**src/rtl/des_key_schedule.sv**
```systemverilog
// des_key_schedule: DES round-key generator emitting K1..K16 (encrypt) or K16..K1 (decrypt), one per sk handshake.
// Ports: clk, rst_n (sync, active-low); key_valid/key_ready/key[63:0]/decrypt accept a key (key[63] = DES bit 1);
//   sk_valid/sk_ready/subkey[47:0]/round[3:0]/last deliver subkeys in emission order; busy while a schedule runs;
//   parity_err flags a key byte with even parity when DES_KS_PARITY_CHECK_EN is defined, otherwise tied to 0.
module des_key_schedule (
  input  logic        clk,
  input  logic        rst_n,
  input  logic        key_valid,
  output logic        key_ready,
  input  logic [63:0] key,
  input  logic        decrypt,
  output logic        sk_valid,
  input  logic        sk_ready,
  output logic [47:0] subkey,
  output logic [3:0]  round,
  output logic        last,
  output logic        busy,
  output logic        parity_err
);
  localparam int PC1 [56] = '{57, 49, 41, 33, 25, 17,  9,  1, 58, 50, 42, 34, 26, 18,
                              10,  2, 59, 51, 43, 35, 27, 19, 11,  3, 60, 52, 44, 36,
                              63, 55, 47, 39, 31, 23, 15,  7, 62, 54, 46, 38, 30, 22,
                              14,  6, 61, 53, 45, 37, 29, 21, 13,  5, 28, 20, 12,  4};
  localparam int PC2 [48] = '{14, 17, 11, 24,  1,  5,  3, 28, 15,  6, 21, 10,
                              23, 19, 12,  4, 26,  8, 16,  7, 27, 20, 13,  2,
                              41, 52, 31, 37, 47, 55, 30, 40, 51, 45, 33, 48,
                              44, 49, 39, 56, 34, 53, 46, 42, 50, 36, 29, 32};
  typedef enum logic {IDLE, GEN} state_t;
  state_t      state_q, state_d;
  logic [27:0] c_q, c_d, d_q, d_d;
  logic [3:0]  round_q, round_d;
  logic        dir_q, dir_d;
  logic [55:0] cd0;
  logic [4:0]  sidx;
  logic        two;
  // DES bit p of the key lives at key[64-p]
  function automatic logic [55:0] pc1(input logic [63:0] k);
    logic [55:0] r;
    r = '0;
    for (int i = 0; i < 56; i++) r[6'(55 - i)] = k[6'(64 - PC1[i])];
    return r;
  endfunction
  function automatic logic [47:0] pc2(input logic [55:0] cd);
    logic [47:0] r;
    r = '0;
    for (int j = 0; j < 48; j++) r[6'(47 - j)] = cd[6'(56 - PC2[j])];
    return r;
  endfunction
  function automatic logic [27:0] rot(input logic [27:0] x, input logic right, input logic by2);
    return right ? (by2 ? {x[1:0], x[27:2]} : {x[0], x[27:1]})
                 : (by2 ? {x[25:0], x[27:26]} : {x[26:0], x[27]});
  endfunction
  assign cd0 = pc1(key);
  // shift-table index for the step to the next emitted key: s[round+2] forward, s[16-round] backward
  assign sidx = dir_q ? 5'd16 - {1'b0, round_q} : {1'b0, round_q} + 5'd2;
  assign two  = !(sidx == 5'd1 || sidx == 5'd2 || sidx == 5'd9 || sidx == 5'd16);
  always_comb begin
    state_d = state_q;
    c_d     = c_q;
    d_d     = d_q;
    round_d = round_q;
    dir_d   = dir_q;
    if (state_q == IDLE) begin
      if (key_valid) begin
        state_d = GEN;
        dir_d   = decrypt;
        round_d = 4'd0;
        // decrypt starts at K16, whose C16/D16 equal C0/D0
        c_d     = decrypt ? cd0[55:28] : rot(cd0[55:28], 1'b0, 1'b0);
        d_d     = decrypt ? cd0[27:0]  : rot(cd0[27:0],  1'b0, 1'b0);
      end
    end else if (sk_ready) begin
      if (round_q == 4'd15) begin
        state_d = IDLE;
        round_d = 4'd0;
      end else begin
        round_d = round_q + 4'd1;
        c_d     = rot(c_q, dir_q, two);
        d_d     = rot(d_q, dir_q, two);
      end
    end
  end
  always_ff @(posedge clk) begin
    if (!rst_n) begin
      state_q <= IDLE;
      c_q     <= '0;
      d_q     <= '0;
      round_q <= '0;
      dir_q   <= 1'b0;
    end else begin
      state_q <= state_d;
      c_q     <= c_d;
      d_q     <= d_d;
      round_q <= round_d;
      dir_q   <= dir_d;
    end
  end
`ifdef DES_KS_PARITY_CHECK_EN
  logic par_q, par_d;
  // every DES key byte should have odd parity
  always_comb begin
    par_d = par_q;
    if (state_q == IDLE && key_valid)
      par_d = ~&{^key[63:56], ^key[55:48], ^key[47:40], ^key[39:32],
                 ^key[31:24], ^key[23:16], ^key[15:8],  ^key[7:0]};
  end
  always_ff @(posedge clk) begin
    if (!rst_n) par_q <= 1'b0;
    else        par_q <= par_d;
  end
  assign parity_err = par_q;
`else
  logic unused_parity_bits;
  assign unused_parity_bits = ^{key[56], key[48], key[40], key[32], key[24], key[16], key[8], key[0]};
  assign parity_err = 1'b0;
`endif
  assign key_ready = (state_q == IDLE);
  assign sk_valid  = (state_q == GEN);
  assign busy      = (state_q == GEN);
  assign subkey    = pc2({c_q, d_q});
  assign round     = round_q;
  assign last      = sk_valid && round_q == 4'd15;
endmodule

```
**config.mk**
```make
export PLATFORM = sky130hd
export DESIGN_NAME = des_key_schedule
export DESIGN_NICKNAME = d
export VERILOG_FILES = /design/src/rtl/des_key_schedule.sv
export SDC_FILE = /design/constraint.sdc
export NUM_CORES = 1
export LEC_CHECK = 0
export CAP_MARGIN = 20
export CELL_PAD_IN_SITES_DETAIL_PLACEMENT = 0
export CELL_PAD_IN_SITES_GLOBAL_PLACEMENT = 1
export CORE_MARGIN = 5
export CORE_UTILIZATION = 39
export CTS_BUF_LIST = sky130_fd_sc_hd__clkbuf_16
export DETAILED_ROUTE_END_ITERATION = 8
export GPL_ROUTABILITY_DRIVEN = 0
export GPL_TIMING_DRIVEN = 0
export PLACE_DENSITY = 0.87
export SLEW_MARGIN = 5
export SYNTH_ARGS = -nofsm -noshare
export SYNTH_HDL_FRONTEND = slang
export SYNTH_SLANG_ARGS = --single-unit
```
**constraint.sdc**
```tcl
create_clock -name clk -period 3.8 [get_ports clk]
set_input_delay 0.76 -clock clk [delete_from_list [all_inputs] [get_ports clk]]
set_output_delay 0.76 -clock clk [all_outputs]
set_load 0.03 [all_outputs]
```
==> results.md <==
* Status: finished clean
* Worst setup path class: reg2out
* Core area at 13,100 um^2
* Peak supply drop at 0.178 mV
* RSZ-0062 raised after global routing: false
* # hold bufs at CTS at 0
* DRC Markers at 0
* Clk_lat worst skew at around 340 ps
* Pre-CTS setup slack at just over 700 ps
* Psw at 817 uW
* Worst-margin pin slew at 770 ps
* Vias per cell at ~6.1
* Drt total wl at 17,900 um
* Antenna Nets Post-Route at 0
* Synth Area in Adders at 0.0121
* Mux cell area share after synthesis at 0.105
* Cell area after synthesis at between 5000 and 6000 um^2
* Sequential power share at 0.326
* Final worst slack at 326 ps
* Worst relative slew slack at 0.483
* Die Y-Extent at 125 um
* Tcrit/Tclk final at 0.914
* Post-synthesis simple-gate area fraction at 0.217
* Max-Cap Viols at 0
* Antenna Cells at 0
* Final #Nets at 826
* Die area at 15,600 um^2
* Routed len/inst at 19.2 um
* Fmax at 288 MHz
* Initial antenna violation count at 0
* Fin crit period at between 3000 and 4000 ps
* Clk_skew at a little over 8 ps
* Clk network pwr share at 0.370
* Synth Area in Compound Gates at 0.280
* Setup tns final at 0 ps
* Worst min path class: reg2reg
* Die width at between 100 and 150 um
* Lkg Pwr at 0.00222 uW
* Post-Syn Area per Cell at about 7.7 um^2
* Via count at approximately 5,700
* Count of cell types in the netlist at 58
* Int Pwr at 1440 uW
* Data arrival, critical path at 2710 ps
* Mapped Cells at 668
* Clk buf depth at 2
* HPWL after DPL at between 10,000 and 15,000 um
* PwrDens at 361 nW/um^2
* Clock sink count at 62
* Combinational Power Share at 0.304
* TritonCTS clock tree: done
* TritonCTS Buffers at 9
* DRT iter0 DRCs at a little under 700
* Utilization after layout at 0.479
* Post-synth top area cell: dfxtp_1
* Total congestion overflow at 0
* Filler cells at roughly 1,300
* Number of flops mapped to enable cells by yosys at 0
* I/O pin cnt at about 130
* # H-tree levels at 3
* Crit. End Element: primary output
* Worst-path clk slew at 60 ps
* Final setup viols at 0
* Post-CTS Resized at 0
* YS warnings at 0
* First-pass GRT wire length at 28,400 um
* Layout cells sized above 1 at 0.135
* Yosys top cell area share at 0.241
* Yosys reg bits at 62
* Number of global-route vias before repair at between 5,000 and 6,000
* Main combinational cell family by area after synthesis: compound AO/OA/AOI/OAI gates
* Tightest hold margin at 516 ps
* Starting Density at 0.394
* Largest net degree at the start of global routing at 12
* Sequential area share after synthesis at 0.241
* Xor and xnor fraction of the mapped netlist area at 0.00170
* Global Route Usage Sum at 0.218
* Root Buffer Master: clkbuf_16
* DRT Pass-1 Iters at 6
* Row Count at 42
* Critical-path maximum fanout at 10
* Area contributors post-synth: dfxtp_1 (24%), mux2i_1 (10%), nand3_1 (8.3%)
* Port bufs at approximately 50
* Sw Share at 0.362
* Async S/R FF share, synth at 0
* Max Slew Vio Count at 0
* Synth Flop Type: dfxtp_1
* Synthesis-to-finish area growth at 21.4%
* Setup bufs post-CTS at 0
* Critical Path Start Type: register
* Worst EP required at 3040 ps
* Hold Fails Final Rpt at 0
[area by class of cell]
type                    instances  area (um^2)  share of cell area
plain buffers                 119          716               0.114
clock buffers                   9          225              0.0360
clock inverters                 7         66.3              0.0106
inverters                       6         22.5             0.00360
multi-input cells             503         3260               0.521
flip-flops and latches         62         1240               0.198
well taps                     176          220              0.0352
repair buffers                 51          510              0.0815
[critical path: stages, from the launching register on]
cell and delay [ps]:
dfxtp_1 390, buf_2 230, clkbuf_1 450, clkbuf_1 450, and2_1 190, clkdlybuf4s50_1 660
[cell families (layout without fill, tap and decap cells)]
family | count (synthesis) | after routing
buffers and inverters | 125 | 192
xor gates and xnor gates | 1 | 1
muxes | 54 | 54
DFF | 62 | 62
other | 1 | 23
adders and majority gates | 5 | 5
and+or+nand+nor | 228 | 228
AOI/OAI and AO/OA | 192 | 192
[synthesized netlist by cell type (all sizes together), types with 8 or more instances]
master    n
or4       8
a2111oi  14
nor2     57
dfxtp    62
a21oi    15
nand3    86
a32o     41
nand2    30
nor3     21
mux2i    54
buf      79
clkbuf   40
o21ai    67
[per-stage QoR]
| step | instances | instance area [um^2] | power [uW] |
|---|---|---|---|
| global placement | 917 | 5970 | 1410 |
| global route | 933 | 6260 | 2330 |
| floorplan | 690 | 5240 | 1210 |
| detailed placement | 917 | 5970 | 1420 |
| CTS | 933 | 6260 | 2240 |
| finish | 933 | 6260 | 2260 |
[cell usage in the layout, fill, tap and decap left out, drive strengths merged, types with 3 or more instances in the layout]
cell type and n:
o21a 7, or4 8, clkbuf 49, buf 79, ha 5, nor3 21, nor2 57, inv 6
a21oi 15, o31ai 7, o21ai 67, mux2i 54, a31oi 7, nand3 86, nor2b 5, nor3b 3
o211ai 6, nand2 30, and2 4, clkinv 4, and3 7, a2111oi 14, o2111a 7, a32o 41
dfxtp 62, clkdlybuf4s50 51, conb 23, o311ai 3
[sequential cells by signal, summed over array words and instances (netlist names)]
name and cells:
c_q 28, d_q 28, round 4, busy 1, dir_q 1
[layer usage]
| metal | track usage | vias to the layer above | part of all wire |
|---|---|---|---|
| li1 | - | 2607 | - |
| met4 | 0.0778 | 0 | 0.027 |
| met5 | 0 | - | 0 |
| met2 | 0.344 | 340 | 0.44 |
| met1 | 0.302 | 2661 | 0.43 |
| met3 | 0.0320 | 49 | 0.097 |
[power groups by stage]
stage / clock (uW) / sequential [uW] / combinational, uW
floorplan: 0 / 725 / 483
global placement: 0 / 747 / 659
detailed placement: 0 / 747 / 669
CTS: 835 / 732 / 673
global route: 857 / 737 / 736
finish: 835 / 737 / 687
[path summary, 6_finish.rpt]
| check | slack [ps] | start | endpoint | depth (start not counted) |
|---|---|---|---|---|
| max | 330 | busy | last | 5 |
| min | 520 | c_q[11] | c_q[11] | 1 |
| max reg2reg | 640 | round[0] | c_q[7] | 9 |
| min reg2reg | 520 | c_q[11] | c_q[11] | 1 |
Note: power is estimated with default switching activity, not from simulation.
